File: src/rtl/zapper_hit_detect_if.sv
// zapper_hit_detect_if: gun inputs, vga position and pattern_gen/game-facing outputs of the hit detector
interface zapper_hit_detect_if;
  logic       trigger;
  logic       light;
  logic [9:0] row_count;
  logic [9:0] col_count;
  logic       valid;
  logic       blank_req;
  logic       target_req;
  logic       hit;
  logic       miss;
  logic       busy;
  modport master (
    output trigger, light, row_count, col_count, valid,
    input  blank_req, target_req, hit, miss, busy
  );
  modport slave (
    input  trigger, light, row_count, col_count, valid,
    output blank_req, target_req, hit, miss, busy
  );
endinterface

File: src/rtl/zapper_hit_detect.sv
// zapper_hit_detect: light-gun two-frame flash sequencer (dark anti-cheat frame, then lit target frame)
module zapper_hit_detect #(
  parameter int DEBOUNCE_CYCLES = 250000,
  parameter int HIT_THRESHOLD   = 64,
  parameter int DARK_TOLERANCE  = 16,
  parameter int CNT_W           = 16
) (
  input logic clk,
  input logic reset,
  zapper_hit_detect_if.slave bus
);
  localparam int DB_W = $clog2(DEBOUNCE_CYCLES + 1);
  typedef enum logic [2:0] {IDLE, ARM, DARK, LIT, RESULT, COOLDOWN} state_t;
  state_t state, state_nx;
  logic [1:0] trig_s, light_s;
  logic db;
  logic [DB_W-1:0] db_cnt;
  logic [CNT_W-1:0] dark_cnt, lit_cnt, lit_nx;
  logic verdict, verdict_nx, clr, press, frame_start, lit_px, db_done;
  assign db_done     = db_cnt == DB_W'(DEBOUNCE_CYCLES - 1);
  assign press       = trig_s[1] & ~db & db_done;
  assign frame_start = bus.row_count == 10'd0 && bus.col_count == 10'd0;
  assign lit_px      = bus.valid & light_s[1];
  assign lit_nx      = lit_cnt + CNT_W'(lit_px && !(&lit_cnt));
  always_ff @(posedge clk or posedge reset) begin
    if (reset) begin
      trig_s  <= '0;
      light_s <= '0;
      db      <= 1'b0;
      db_cnt  <= '0;
    end else begin
      trig_s  <= {trig_s[0], bus.trigger};
      light_s <= {light_s[0], bus.light};
      db      <= (trig_s[1] != db && db_done) ? ~db : db;
      db_cnt  <= (trig_s[1] == db || db_done) ? '0 : db_cnt + DB_W'(1);
    end
  end
  always_ff @(posedge clk or posedge reset) begin
    if (reset) begin
      state    <= IDLE;
      verdict  <= 1'b0;
      dark_cnt <= '0;
      lit_cnt  <= '0;
    end else begin
      state    <= state_nx;
      verdict  <= verdict_nx;
      dark_cnt <= clr ? '0 : dark_cnt + CNT_W'(state == DARK && lit_px && !(&dark_cnt));
      lit_cnt  <= clr ? '0 : (state == LIT ? lit_nx : lit_cnt);
    end
  end
  // LIT verdict uses lit_nx so the frame_start cycle's own sample is included
  always_comb begin
    state_nx   = state;
    verdict_nx = verdict;
    clr        = 1'b0;
    case (state)
      IDLE:     state_nx = press ? ARM : IDLE;
      ARM: if (frame_start) begin
        state_nx = DARK;
        clr      = 1'b1;
      end
      DARK: if (frame_start) begin
        state_nx   = dark_cnt > CNT_W'(DARK_TOLERANCE) ? RESULT : LIT;
        verdict_nx = 1'b0;
      end
      LIT: if (frame_start) begin
        state_nx   = RESULT;
        verdict_nx = lit_nx >= CNT_W'(HIT_THRESHOLD);
      end
      RESULT:   state_nx = COOLDOWN;
      COOLDOWN: state_nx = db ? COOLDOWN : IDLE;
      default:  state_nx = IDLE;
    endcase
  end
  assign bus.blank_req  = state == DARK;
  assign bus.target_req = state == LIT;
  assign bus.hit        = state == RESULT && verdict;
  assign bus.miss       = state == RESULT && !verdict;
  assign bus.busy       = state != IDLE;
endmodule

File: src/flat_wrapper.sv
// flat-port wrapper written by rule: the top's interface ports become plain ports
module zapper_hit_detect_flat 
#(
  parameter int DEBOUNCE_CYCLES = 250000,
  parameter int HIT_THRESHOLD   = 64,
  parameter int DARK_TOLERANCE  = 16,
  parameter int CNT_W           = 16
)
  (clk, reset, bus_trigger, bus_light, bus_row_count, bus_col_count, bus_valid, bus_blank_req, bus_target_req, bus_hit, bus_miss, bus_busy);
  zapper_hit_detect_if bus_i ();
  input logic clk;
  input logic reset;
  input wire logic [$bits(bus_i.trigger)-1:0] bus_trigger;
  input wire logic [$bits(bus_i.light)-1:0] bus_light;
  input wire logic [$bits(bus_i.row_count)-1:0] bus_row_count;
  input wire logic [$bits(bus_i.col_count)-1:0] bus_col_count;
  input wire logic [$bits(bus_i.valid)-1:0] bus_valid;
  output wire logic [$bits(bus_i.blank_req)-1:0] bus_blank_req;
  output wire logic [$bits(bus_i.target_req)-1:0] bus_target_req;
  output wire logic [$bits(bus_i.hit)-1:0] bus_hit;
  output wire logic [$bits(bus_i.miss)-1:0] bus_miss;
  output wire logic [$bits(bus_i.busy)-1:0] bus_busy;
  assign bus_i.trigger = bus_trigger;
  assign bus_i.light = bus_light;
  assign bus_i.row_count = bus_row_count;
  assign bus_i.col_count = bus_col_count;
  assign bus_i.valid = bus_valid;
  assign bus_blank_req = bus_i.blank_req;
  assign bus_target_req = bus_i.target_req;
  assign bus_hit = bus_i.hit;
  assign bus_miss = bus_i.miss;
  assign bus_busy = bus_i.busy;
  zapper_hit_detect #(.DEBOUNCE_CYCLES(DEBOUNCE_CYCLES), .HIT_THRESHOLD(HIT_THRESHOLD), .DARK_TOLERANCE(DARK_TOLERANCE), .CNT_W(CNT_W)) u_core (.clk(clk), .reset(reset), .bus(bus_i));
endmodule
File: config.mk
export PLATFORM = sky130hd
export DESIGN_NAME = zapper_hit_detect_flat
export DESIGN_NICKNAME = d
export VERILOG_FILES = /design/src/rtl/zapper_hit_detect_if.sv /design/src/rtl/zapper_hit_detect.sv /design/src/flat_wrapper.sv
export SDC_FILE = /design/constraint.sdc
export NUM_CORES = 1
export LEC_CHECK = 0
export BUFFER_PORTS_ARGS = -buffer_cell sky130_fd_sc_hd__buf_4
export CORE_MARGIN = 3
export CORE_UTILIZATION = 40
export DETAILED_ROUTE_END_ITERATION = 10
export PLACE_DENSITY = 0.56
export RECOVER_POWER = 50
export SYNTH_ARGS = -nofsm -noshare
export SYNTH_HDL_FRONTEND = slang
export SYNTH_SLANG_ARGS = --single-unit
export TNS_END_PERCENT = 20
File: constraint.sdc
create_clock -name clk -period 3.9 [get_ports clk]
set_clock_uncertainty 0.15 [all_clocks]
set_input_delay 0.39 -clock clk [delete_from_list [all_inputs] [get_ports clk]]
set_output_delay 0.39 -clock clk [all_outputs]
set_load 0.05 [all_outputs]
# Word-level counts from Yosys, hierarchy flattened
# Cells that the tools add are included.
# W data, S select, Z words.
[word_totals] romBits=0 wordCells=65 latch_bits=0 regBits=59 n_memories=0 ram_bits=0 output_inout_bits=5
[op_classes] order_cmp=2 n_bitwise=4 add_sub_neg=3 div_mod_pow=0 n_mul=0 n_mux=16 n_eq_ne=11 reduce_logical=21 n_shift=0
[op_table] op="$mux W16" n=3
[op_table] op="$add A16 B1 Y16" n=2
[op_table] op="$reduce_and A16 Y1" n=2
[op_table] op="$logic_not A10 Y1" n=2
[op_table] op="$add A18 B1 Y18 const B" n=1
[op_table] op="$eq A18 B18 Y1 const B" n=1
[op_table] op="$mux W18" n=1
[op_table] op="$pmux W3 S6" n=1
[op_table] op="$ge A16 B7 Y1 const B" n=1
[op_table] op="$gt A16 B5 Y1 const B" n=1
[op_table] op="$mux W3" n=5
[op_table] op="$logic_and A1 B1 Y1" n=7
[op_table] op="$eq A3 B2 Y1 const B" n=2
[op_table] op="$eq A3 B3 Y1 const B" n=2
[op_table] op="$ne A2 B1 Y1 const B" n=3
[op_table] op="$reduce_and A3 Y1" n=2
[op_table] op="$mux W1" n=5
[op_table] op="$reduce_bool A2 Y1" n=2
[op_table] op="$and A1 B1 Y1" n=3
[op_table] op="$eq A3 B1 Y1 const B" n=1
[op_table] op="$logic_not A1 Y1" n=3
[op_table] op="$logic_not A3 Y1" n=1
[op_table] op="$reduce_bool A3 Y1" n=1
[op_table] op="$pmux W1 S2" n=1
[op_table] op="other kinds (4)" n=4

# Longest topological paths before layout
# Gate-level depths: netlist (run 1).
[logic_depth] depth_word=7 mapped_depth=13

# Least setup slack after synthesis (run 1)
# OpenSTA, ideal clock, no wires.
[synth_path] kind="register -> register" from="register u_core.lit_cnt[10]" to="register u_core.verdict" n_path_buf=2 stages_incl_launch_ff=14 slack_ns=1.022 arrival_ns=2.601 cell_sequence="dfrtp_1 > buf_4 > and4_1 > clkbuf_1 > nand3_1 > o311a_1 > ha_1 > ha_1 > nand3_4 > or2_4 > or4b_1 > a22oi_1 > o31a_1 > a31oi_1"
[synth_between] elab_chain_cells=7
[synth_lines] element="start: declaration" line="zapper_hit_detect.sv:18" text="logic [CNT_W-1:0] dark_cnt, lit_cnt, lit_nx;"
[synth_lines] element="start signal: assignment" line="zapper_hit_detect.sv:48" text="lit_cnt <= clr ? '0 : (state == LIT ? lit_nx : lit_cnt);"
[synth_lines] element="$reduce_and A16 Y1" line="zapper_hit_detect.sv:24" text="assign lit_nx = lit_cnt + CNT_W'(lit_px && !(&lit_cnt));"
[synth_lines] element="$logic_not A1 Y1" line="zapper_hit_detect.sv:24"
[synth_lines] element="$logic_and A1 B1 Y1" line="zapper_hit_detect.sv:24"
[synth_lines] element="$add A16 B1 Y16 (*)" line="zapper_hit_detect.sv:24"
[synth_lines] element="$ge A16 B7 Y1 (*)" line="zapper_hit_detect.sv:68" text="verdict_nx = lit_nx >= CNT_W'(HIT_THRESHOLD);"
[synth_lines] element="$mux W1 (*)" line="zapper_hit_detect.sv:66" text="LIT: if (frame_start) begin"
[synth_lines] element="$pmux W1 S2 (*)" line="zapper_hit_detect.sv:56" text="case (state)"
[synth_lines] element="end signal: assignment" line="zapper_hit_detect.sv:46" text="verdict <= verdict_nx;"
[synth_lines] element="end: declaration" line="zapper_hit_detect.sv:19" text="logic verdict, verdict_nx, clr, press, frame_start, lit_px, db_done;"
# Every way passes the cells marked *; elsewhere a longest branch is shown, timed or not. The select of a mux whose other input is x is not followed.
# A chain may end at the register's enable or synchronous reset.

# Worst setup path after layout (run 1)
[layout_path] from="register u_core.lit_cnt[7]" to="register u_core.verdict"
# Same word-level chain as after synthesis.

==> reports/metrics.yaml, run 1 <==
clk_latency_ns: 0.33
slew-limit-headroom: -0.0629
power_frac_comb: 0.033
tightest_slew_ns: 1.59
yosys_warnings: 0
clk_pin_slew_ns: 0.07
cts_buffers: 9
seq_area_frac_synth: 0.475
start_util: 0.420
clock-root-buffer: "clkbuf_8"
drtIter0Drc: 89
cap_violations: 1
min_path_cells: 0
switching_share: 0.202
timing.final.ws_setup_ns: 0.831
hold_class: "reg2reg"
dp_slack_ns: 0.845
yosysTopAreaCellShare: 0.475
grt_pass1_wl_mm: 11.7
grt_pass1_vias: 2493
core-area_um2: 7410
drt_wl_total_mm: 6.60
synth_common_cells: "dfrtp_1, nor2_1, nand2_1, nand3_1, xor2_1"
p_per_area_nw_per_um2: 363
slew_violations: 43
clock_path_buffers: 2
final_layout_size_suffix_gt1_frac: 0.142
rr_startpoint: "u_core.lit_cnt[7]"
syn2layout_area_growth_pct: 18.5
place.gp.congestion: 0.831
ys.flop_type: "dfrtp_1"
utilization: 0.497
power.switching_uw: 270
violations: "max-capacitance violations, max-slew violations"
internal_power_mw: 1.07
vias: 2583
port-buffer-count: 29
min_from: "u_core.light_s[0]"
p_seq_frac: 0.463
finalSetupViolCount: 0
diodes: 0
cts_resized: 0
timing.hold.ws_ns: 0.206
drtPass1Iterations: 4
vdd_ir_drop_max_mv: 0.175
io_pins: 30
ys_top_cells_by_area: "dfrtp_1, nor2_1, xor2_1, nand3_1, nand2_1"
grt_usage: 0.169
fin_setup_tns_ns: 0
syn_nets: 373
avgSynthCellArea_um2: 9.09
worstSetupStartpointType: "register"
status: "complete, but fails checks"
end_kind: "register"
reg2regPathDepth: 11
grt_antenna_before_repair: 0
rsz0062_at_grt: "no"
p_leak_nw: 1.58
hpwl_mm: 4.57
p_clk_frac: 0.504
finalHoldViolCount: 0
fmax_mhz: 326
via_per_inst: 5.39
numClockSinks: 59
cts_tree: "yes"
fill_cells: 723
die_w_um: 94.2
r2r_end: "u_core.verdict"
ys_seq_elements: 59
overflow: 0
num_rows: 31
synth_area_um2: 3110
die_area_um2: 8870
period_minus_slack_ns: 3.07
synth_area_leader_cell: "dfrtp_1"
hold_end: "u_core.light_s[1]"
wire_per_inst_um: 13.8
path_class: "reg2reg"
synth_edf_count: 0
fin_nets: 406
worstPathArrival_ns: 3.13
ctsHtreeMaxLevel: 3
async_flop_share: 1.00
grt_max_degree: 43
worstPathRequired_ns: 3.96
yosysUniqueCellTypes: 43
r2r_slack_ns: 0.83
cp_max_fo: 8
p_total_mw: 1.34
fin_crit_sh: 0.787
die_h_um: 94.2
syn-instance-count: 342
drc: 0
ant_nets: 0
yosysMostFrequentCell: "dfrtp_1"
-- final cells by class --
class                           instances  area [um2]  share of cell area
Sequential cell                        59        1480               0.401
Timing Repair Buffer                   33         249              0.0676
Inverter                                8        30.0             0.00815
Multi-Input combinational cell        264        1560               0.423
Clock inverter                          3        67.6              0.0183
Clock buffer                           13         179              0.0486
Tap cell                               99         124              0.0336
-- layer usage --
layer  wire, um  part of all wire  global-route usage
met5          0                 0                   0
met4        131             0.020              0.0866
met3        292             0.044              0.0361
met2       2900              0.44               0.244
met1       3280              0.50               0.236
-- worst max path at each step --
stage	startpoint	endpoint	slack (ns)
finish	u_core.lit_cnt[7]	u_core.verdict	0.83
global route	u_core.lit_cnt[7]	u_core.verdict	0.55
CTS	u_core.lit_cnt[7]	u_core.verdict	0.82
detailed placement	u_core.lit_cnt[7]	u_core.verdict	0.84
global placement	u_core.lit_cnt[7]	u_core.verdict	0.90
floorplan	u_core.lit_cnt[10]	u_core.verdict	1.02
-- state kept, by name, summed over array words and instances (netlist names) --
signal	flops
u_core.verdict	1
u_core.light_s	2
u_core.trig_s	2
u_core.dark_cnt	16
u_core.db	1
u_core.db_cnt	18
u_core.state	3
u_core.lit_cnt	16
-- repair_timing --
item | 4_1_cts | 5_1_grt
hold buffers | 2 | 0
setup buffers | 0 | 0
endpoints found under the hold margin | 2 | 0
-- power by group through the flow --
stage               Sequential (mW)  Combinational, mW  Clock, mW
global route                  0.620             0.0505      0.726
CTS                           0.619             0.0465      0.693
finish                        0.620             0.0439      0.674
floorplan                     0.630             0.0202          0
detailed placement            0.631             0.0448          0
global placement              0.631             0.0443          0
-- cell families after synthesis --
kind of cell    count (synthesis)  share of synthesized area
simple gates                  174                      0.284
flops                          59                      0.475
compound gates                 51                     0.0974
xor+xnor                       32                     0.0901
buf+inv                        19                     0.0266
fa+ha+maj                       6                     0.0241
mux                             1                    0.00322
-- worst max-delay path, stage by stage (launching register included) --
cell and delay [ns]:
dfrtp_1 0.44, nand4_1 0.20, or2_1 0.22, o311a_1 0.19
ha_1 0.18, ha_1 0.22, nand3_4 0.12, or2_4 0.28
or4b_1 0.48, a22oi_1 0.22, o31a_1 0.17, a31oi_1 0.07
-- layout by cell type, fill, tap and decap left out, types with 2 or more instances in the layout --
cell / synthesis / layout
and2_1: 2 / 2
nand2_1: 30 / 30
nand3_1: 23 / 23
a31oi_1: 10 / 10
nor3_1: 10 / 10
bufinv_16: 0 / 2
inv_1: 8 / 8
dfrtp_1: 59 / 59
xnor2_1: 11 / 11
or3_1: 6 / 6
nor4b_1: 4 / 4
buf_4: 2 / 27
clkbuf_8: 0 / 13
a21oi_1: 13 / 13
xor2_1: 21 / 21
and3_1: 4 / 4
nand4_1: 11 / 11
and4_1: 2 / 2
nor2b_1: 4 / 4
or2_2: 2 / 2
nor2_1: 56 / 56
ha_1: 6 / 6
o31ai_1: 2 / 2
a22oi_1: 2 / 2
clkbuf_4: 0 / 3
dlygate4sd3_1: 0 / 2
o21ai_0: 17 / 17
nor4_1: 11 / 11
-- metrics by stage --
| step | cell area (um2) | instances |
|---|---|---|
| finish | 3680 | 479 |
| global route | 3680 | 479 |
| CTS | 3690 | 479 |
| detailed placement | 3420 | 461 |
| global placement | 3420 | 461 |
| floorplan | 3110 | 342 |
(Power assumes the default switching activity.)
==> run 2, diff against run 1 <==
--- a/config.mk
+++ b/config.mk
@@ -9,7 +9,7 @@
 export CORE_MARGIN = 3
 export CORE_UTILIZATION = 40
 export DETAILED_ROUTE_END_ITERATION = 10
-export PLACE_DENSITY = 0.56
+export PLACE_DENSITY = 0.58
 export RECOVER_POWER = 50
 export SYNTH_ARGS = -nofsm -noshare
 export SYNTH_HDL_FRONTEND = slang
==> constraint.sdc (replaced) <==
create_clock -name clk -period 2.8 [get_ports clk]
set_clock_uncertainty 0.15 [all_clocks]
set_input_delay 0.28 -clock clk [delete_from_list [all_inputs] [get_ports clk]]
set_output_delay 0.28 -clock clk [all_outputs]
set_load 0.05 [all_outputs]
==> run 2 against run 1 <==
The flow now finishes without violations. Wire length rose by 5.2%. Sequential share of layout area fell by 1.8 points. Setup slack worse by 0.70 ns. Sequential power grew 39%. Clock power is 18% higher. Non-clock buffer count up 24. Combinational power grew 49%. First-iteration DRC count up 29%. Worst hold slack got worse by 0.0026 ns. Critical path type unchanged. Critical endpoint unchanged. Largest power group is now sequential cells.
==> reports/metrics.yaml, run 2 (synthesized netlist as in run 1, its figures left out) <==
fill_cells: 687  # was 723
place_inst: 482  # was 461
fin_nets: 430  # was 406
clk_pin_slew_ns: 0.07  # about the same
cts_tree: "yes"  # unchanged
num_rows: 31  # unchanged
cp_max_fo: 8  # unchanged
die_area_um2: 8870  # unchanged
numClockSinks: 59  # unchanged
busiest_layer: "met2"  # unchanged
top_register: "u_core.db_cnt"  # unchanged
core-area_um2: 7410  # unchanged
grt_pass1_vias: 2642  # was 2493
tightest_slew_ns: 0.973  # was 1.59 ns
clk_latency_ns: 0.35  # was 0.33 ns
grt_max_degree: 26  # was 43
via_per_inst: 5.25  # was 5.39
grt_usage: 0.176  # was 0.169
clock_path_buffers: 2  # unchanged
dp_slack_ns: 0.0307  # was 0.845 ns
crit_buf_inv: 0  # unchanged
ctsHtreeMaxLevel: 3  # unchanged
finalNonFillerCells: 503  # was 479
cpMaxStageDelayCell: "or4b_4"  # was or4b_1
reg_top3: "u_core.db_cnt: 18 flops, u_core.dark_cnt: 16 flops, u_core.lit_cnt: 16 flops"  # unchanged
hpwl_mm: 4.96  # was 4.57 mm
drc: 0  # unchanged
status: "finished clean"  # was complete, but fails checks
crit_family: "simple AND/OR/NAND/NOR gates"  # unchanged
timing.final.ws_setup_ns: 0.127  # was 0.831 ns
final_cell_mix: "dfrtp_1, nor2_1, buf_4"  # was dfrtp_1, nor2_1, nand2_1
utilization: 0.521  # was 0.497
vias: 2642  # was 2583
crit_chain: "and4_1 -> nand3_2 -> o311a_1 -> ha_4 -> ha_4 -> nand3_4 -> or2_4 -> or4b_4 -> a22oi_2 -> o31a_1 -> a31oi_1"  # was nand4_1 -> or2_1 -> o311a_1 -> ha_1 -> ha_1 -> nand3_4 -> or2_4 -> or4b_1 -> a22oi_1 -> o31a_1 -> a31oi_1
diodes: 0  # unchanged
overflow: 0  # unchanged
grt_pass1_wl_mm: 12.1  # was 11.7 mm
place.gp.congestion: 0.819  # was 0.831
drtIter0Drc: 115  # was 89
syn2layout_area_growth_pct: 24.1  # was 18.5%
drt_wl_total_mm: 6.95  # was 6.60 mm
cap_violations: 0  # was 1
port-buffer-count: 29  # unchanged
fin_crit_sh: 0.955  # was 0.787
slowest_delay_ns: 0.48  # about the same
seq_area_um2: 1480  # unchanged
clock-root-buffer: "clkbuf_8"  # unchanged
p_leak_nw: 1.69  # was 1.58 nW
timing.hold.ws_ns: 0.203  # was 0.206 ns
finalSetupViolCount: 0  # unchanged
grt_util_met3: 0.0569  # was 0.0361
vdd_ir_drop_max_mv: 0.297  # was 0.175 mV
final_layout_size_suffix_gt1_frac: 0.203  # was 0.142
largest_reg_flops: 18  # unchanged
path_class: "reg2reg"  # unchanged
grt_antenna_before_repair: 0  # unchanged
fmax_mhz: 374  # was 326 MHz
cts_buffers: 9  # unchanged
wire_per_inst_um: 13.8  # about the same
worstSetupStartpointType: "register"  # unchanged
die_h_um: 94.2  # unchanged
crit_path_frequent_cell: "ha_4"  # was ha_1
grtUsageMet2: 0.278  # was 0.244
slew-limit-headroom: 0.351  # was -0.0629
end_kind: "register"  # unchanged
slew_violations: 0  # was 43
mostFrequentLayoutCell: "dfrtp_1"  # unchanged
finalHoldViolCount: 0  # unchanged
rsz0062_at_grt: "yes"  # was no
period_minus_slack_ns: 2.67  # was 3.07 ns
p_per_area_nw_per_um2: 447  # was 363 nW/um2
io_pins: 30  # unchanged
die_w_um: 94.2  # unchanged
ant_nets: 0  # unchanged
multi_input_area_um2: 1600  # was 1560 um2
worstPathArrival_ns: 2.74  # was 3.13 ns
worstPathRequired_ns: 2.87  # was 3.96 ns
drtPass1Iterations: 4  # unchanged
start_util: 0.420  # unchanged
hold_class: "reg2reg"  # unchanged
met1_usage: 0.226  # was 0.236
==> run 2: changes by cell type in the layout (fill, tap and decap cells not counted), sizes merged <==
cell and delta:
dlygate4sd3 +1, buf +22, clkbuf -2, bufinv -1
clkinv +4
==> run 2: final cells by class <==
| type | instances | area share |
|---|---|---|
| flip-flops and latches | 59 | 0.382 |
| clock buffers | 10 | 0.0357 |
| inverters | 8 | 0.00778 |
| repair buffers | 57 | 0.111 |
| clock inverters | 6 | 0.0169 |
| multi-input cells | 264 | 0.414 |
| well taps | 99 | 0.0321 |
==> run 2: final timing paths <==
kind                               startpoint                  to  slack [ns]  cells after the start
setup / recovery           u_core.lit_cnt[13]      u_core.verdict        0.13                     11
hold / removal              u_core.light_s[0]   u_core.light_s[1]        0.20                      0
setup reg to reg           u_core.lit_cnt[13]      u_core.verdict        0.13                     11
hold reg to reg             u_core.light_s[0]   u_core.light_s[1]        0.20                      0
max in group asynchronous               reset   u_core.db_cnt[12]        0.83                      4
min in group asynchronous               reset  u_core.lit_cnt[10]        0.56                      3
==> run 2: what timing repair did <==
item / 4_1_cts / 5_1_grt
setup endpoints to repair: 0 / 1
buffers inserted: 0 / 2
hold endpoints to repair: 25 / 0
resized for setup: 0 / 4
hold buffers: 3 / 0
==> run 2: metal layers <==
layer / up-vias / share of wire
met5: - / 0
met4: 0 / 0.020
met3: 16 / 0.047
met2: 52 / 0.46
met1: 1249 / 0.47
li1: 1325 / -
==> run 2: report_power, final <==
part	internal, mW	switching (mW)	leakage (nW)
combinational	0.0330	0.0323	0.786
sequential	0.858	0.00448	0.802
clock	0.434	0.363	0.102
total	1.33	0.400	1.69
==> run 2: through the flow <==
step	setup TNS (ns)	total power [mW]	instance area (um2)
2_1_floorplan	0	0.907	3130
3_3_place_gp	0	0.943	3590
3_5_place_dp	0	0.944	3590
4_1_cts	0	1.75	3830
5_1_grt	-0.0143	1.81	3860
6_report	0	1.73	3860
==> run 3, diff against run 2 <==
--- a/config.mk
+++ b/config.mk
@@ -5,6 +5,7 @@
 export SDC_FILE = /design/constraint.sdc
 export NUM_CORES = 1
 export LEC_CHECK = 0
+export ABC_AREA = 1
 export BUFFER_PORTS_ARGS = -buffer_cell sky130_fd_sc_hd__buf_4
 export CORE_MARGIN = 3
 export CORE_UTILIZATION = 40
==> run 3 against run 2 <==
Design area increased by 3.1%. First-iteration DRC count increased by 30%. Cell count increased by 16%. Highest routed layer unchanged. Area after synthesis increased by 7.0%. Combinational power decreased by 3.4%. Largest cell class unchanged.
==> reports/metrics.yaml, run 3 <==
status: "finished clean"  # unchanged
cts_buffers: 9  # unchanged
end_kind: "register"  # unchanged
die_area_um2: 9450  # was 8870 um2
p_seq_frac: 0.431  # was 0.500
hold_end: "u_core.light_s[1]"  # unchanged
die_w_um: 97.2  # was 94.2 um
p_clk_frac: 0.537  # was 0.462
grt_usage: 0.165  # was 0.176
r2r_end: "u_core.dark_cnt[8]"  # was u_core.verdict
multi_input_area_um2: 1590  # was 1600 um2
cpMaxStageDelayCell: "dfrtp_1"  # was or4b_4
grt_pass1_wl_mm: 13.0  # was 12.1 mm
synth_edf_count: 0  # unchanged
fill_cells: 767  # was 687
worstPathRequired_ns: 2.90  # was 2.87 ns
crit_chain: "inv_2 -> nand2_1 -> nor2_2 -> nand3_1 -> a41oi_1 -> ha_2 -> ha_1 -> nand3_2 -> nor3_2 -> a31oi_1 -> nor3b_1"  # was and4_1 -> nand3_2 -> o311a_1 -> ha_4 -> ha_4 -> nand3_4 -> or2_4 -> or4b_4 -> a22oi_2 -> o31a_1 -> a31oi_1
syn2layout_area_growth_pct: 19.6  # was 24.1%
clk_latency_ns: 0.34  # was 0.35 ns
seq_area_frac_synth: 0.444  # was 0.475
wire_per_inst_um: 12.6  # was 13.8 um
timing.final.ws_setup_ns: 0.307  # was 0.127 ns
power.switching_uw: 380  # was 400 uW
clock_path_buffers: 2  # unchanged
r2r_slack_ns: 0.31  # was 0.13 ns
slew-limit-headroom: 0.0317  # was 0.351
cap_violations: 0  # unchanged
hpwl_mm: 5.45  # was 4.96 mm
finalHoldViolCount: 0  # unchanged
final_layout_size_suffix_gt1_frac: 0.195  # was 0.203
postCtsSetupBuffers: 0  # unchanged
grt_pass1_vias: 2850  # was 2642
ys_seq_elements: 59  # unchanged
synth_area_leader_cell: "dfrtp_1"  # unchanged
min_from: "u_core.light_s[0]"  # unchanged
p_per_area_nw_per_um2: 503  # was 447 nW/um2
worstSetupStartpointType: "register"  # unchanged
yosysUniqueCellTypes: 34  # was 43
cp_max_fo: 5  # was 8
drc: 0  # unchanged
final_cell_mix: "nand2_1, dfrtp_1, nor2_1"  # was dfrtp_1, nor2_1, buf_4
grt_antenna_before_repair: 0  # unchanged
slew_violations: 0  # unchanged
slowest_delay_ns: 0.44  # was 0.48 ns
rsz0062_at_grt: "no"  # was yes
drt_wl_total_mm: 7.35  # was 6.95 mm
top_register: "u_core.db_cnt"  # unchanged
tightest_slew_ns: 1.45  # was 0.973 ns
fin_nets: 509  # was 430
worstPathArrival_ns: 2.60  # was 2.74 ns
place.gp.congestion: 0.850  # was 0.819
clock-root-buffer: "clkbuf_8"  # unchanged
avgSynthCellArea_um2: 7.63  # was 9.09 um2
internal_power_mw: 1.62  # was 1.33 mW
min_path_cells: 0  # unchanged
synth_common_cells: "nand2_1, dfrtp_1, nor2_1, inv_1, nand3_1"  # was dfrtp_1, nor2_1, nand2_1, nand3_1, xor2_1
power_frac_comb: 0.032  # was 0.038
period_minus_slack_ns: 2.49  # was 2.67 ns
clk_pin_slew_ns: 0.07  # about the same
via_per_inst: 4.93  # was 5.25
numClockSinks: 59  # unchanged
num_rows: 32  # was 31
fin_crit_sh: 0.890  # was 0.955
reg2regPathDepth: 11  # unchanged
p_leak_nw: 1.83  # was 1.69 nW
hold_class: "reg2reg"  # unchanged
reg_top3: "u_core.db_cnt: 18 flops, u_core.dark_cnt: 16 flops, u_core.lit_cnt: 16 flops"  # unchanged
io_pins: 30  # unchanged
rr_startpoint: "u_core.state[2]"  # was u_core.lit_cnt[13]
start_util: 0.422  # was 0.420
seq_area_um2: 1480  # unchanged
diodes: 0  # unchanged
drtPass1Iterations: 4  # unchanged
core-area_um2: 7890  # was 7410 um2
synth_area_um2: 3330  # was 3110 um2
mostFrequentLayoutCell: "nand2_1"  # was dfrtp_1
ys_top_cells_by_area: "dfrtp_1, nand2_1, nor2_1, inv_1, nand3_1"  # was dfrtp_1, nor2_1, xor2_1, nand3_1, nand2_1
fmax_mhz: 401  # was 374 MHz
syn-instance-count: 436  # was 342
yosysMostFrequentCell: "nand2_1"  # was dfrtp_1
vdd_ir_drop_max_mv: 0.376  # was 0.297 mV
vias: 2882  # was 2642
fin_setup_tns_ns: 0  # unchanged
ant_nets: 0  # unchanged
async_flop_share: 1.00  # unchanged
cts_tree: "yes"  # unchanged
finalSetupViolCount: 0  # unchanged
die_h_um: 97.2  # was 94.2 um
yosys_warnings: 0  # unchanged
ctsHtreeMaxLevel: 3  # unchanged
overflow: 0  # unchanged
drtIter0Drc: 150  # was 115
grt_max_degree: 60  # was 26
yosysTopAreaCellShare: 0.444  # was 0.475
syn_nets: 467  # was 373
path_class: "reg2reg"  # unchanged
ys.flop_type: "dfrtp_1"  # unchanged
largest_reg_flops: 18  # unchanged
port-buffer-count: 29  # unchanged
switching_share: 0.190  # was 0.232
dp_slack_ns: 0.264  # was 0.0307 ns
## run 3: cell types whose count changed after synthesis, sizes merged, moves of 7 or more
cell / change
xor2: -16
or3: -7
xnor2: -10
inv: +55
nor4: -9
nor2: +18
nand2: +68
## run 3: how the worst max path moves through the flow
stage,slack [ns],depth (start not counted),startpoint,end
global placement,0.25,12,u_core.state[2],u_core.dark_cnt[10]
global route,0.03,12,u_core.state[2],u_core.dark_cnt[10]
detailed placement,0.26,11,u_core.state[2],u_core.dark_cnt[8]
finish,0.31,11,u_core.state[2],u_core.dark_cnt[8]
floorplan,0.16,12,u_core.state[2],u_core.dark_cnt[10]
CTS,0.23,11,u_core.state[2],u_core.dark_cnt[8]
## run 3: logic make-up (layout without fill, tap and decap cells)
| logic type | after synthesis | count (layout) | synth area share |
|---|---|---|---|
| xor gates and xnor gates | 6 | 6 | 0.0158 |
| AOI/OAI and AO/OA | 56 | 56 | 0.0948 |
| DFF | 59 | 59 | 0.444 |
| adders and majority gates | 6 | 6 | 0.0226 |
| buffers and inverters | 70 | 117 | 0.0820 |
| and+or+nand+nor | 239 | 239 | 0.341 |
## run 3: area by class of cell
| cell class | instances | area share |
|---|---|---|
| sequential | 59 | 0.371 |
| tap | 102 | 0.0321 |
| clock buffer | 12 | 0.0390 |
| multi-input combinational | 307 | 0.400 |
| clock inverter | 4 | 0.0302 |
| inverter | 67 | 0.0632 |
| timing repair buffer | 34 | 0.0648 |
## run 3: layer usage
layer,vias to the layer above,GRT usage,share of wire
met5,-,0,0
met4,0,0.0486,0.0075
met3,7,0.0395,0.034
met2,44,0.273,0.48
met1,1321,0.213,0.47
li1,1510,-,-
## run 3: through the flow
step | total power, mW | utilization | cell area, um2 | std cells | hold WS (ns)
final | 2.00 | 0.504 | 3980 | 585 | 0.199
after global routing | 2.07 | 0.504 | 3980 | 585 | 0.204
after CTS | 2.03 | 0.503 | 3970 | 585 | 0.0350
after detailed placement | 0.943 | 0.466 | 3680 | 567 | 0.186
after global placement | 0.942 | 0.466 | 3680 | 567 | 0.184
after floorplan | 0.908 | - | 3330 | 436 | 0.161
## run 3: power by group through the flow
stage          registers [mW]  logic [mW]  clock network (mW)
6_report                0.862      0.0631                1.07
3_3_place_gp            0.879      0.0633                   0
3_5_place_dp            0.879      0.0644                   0
4_1_cts                 0.862      0.0664                1.10
2_1_floorplan           0.878      0.0300                   0
5_1_grt                 0.863      0.0720                1.13
## run 3: worst max-delay path, delay by kind of cell, from the launching register on
family,cells,cell delay (ns)
DFF,1,0.44
and+or+nand+nor,6,0.94
AOI/OAI and AO/OA,2,0.34
buffers and inverters,1,0.09
adders and majority gates,2,0.47
## run 3: what timing repair did
action	CTS	global route
setup endpoints to repair	0	4
resized for setup	0	3
endpoints found under the hold margin	2	0
hold buffers	2	0
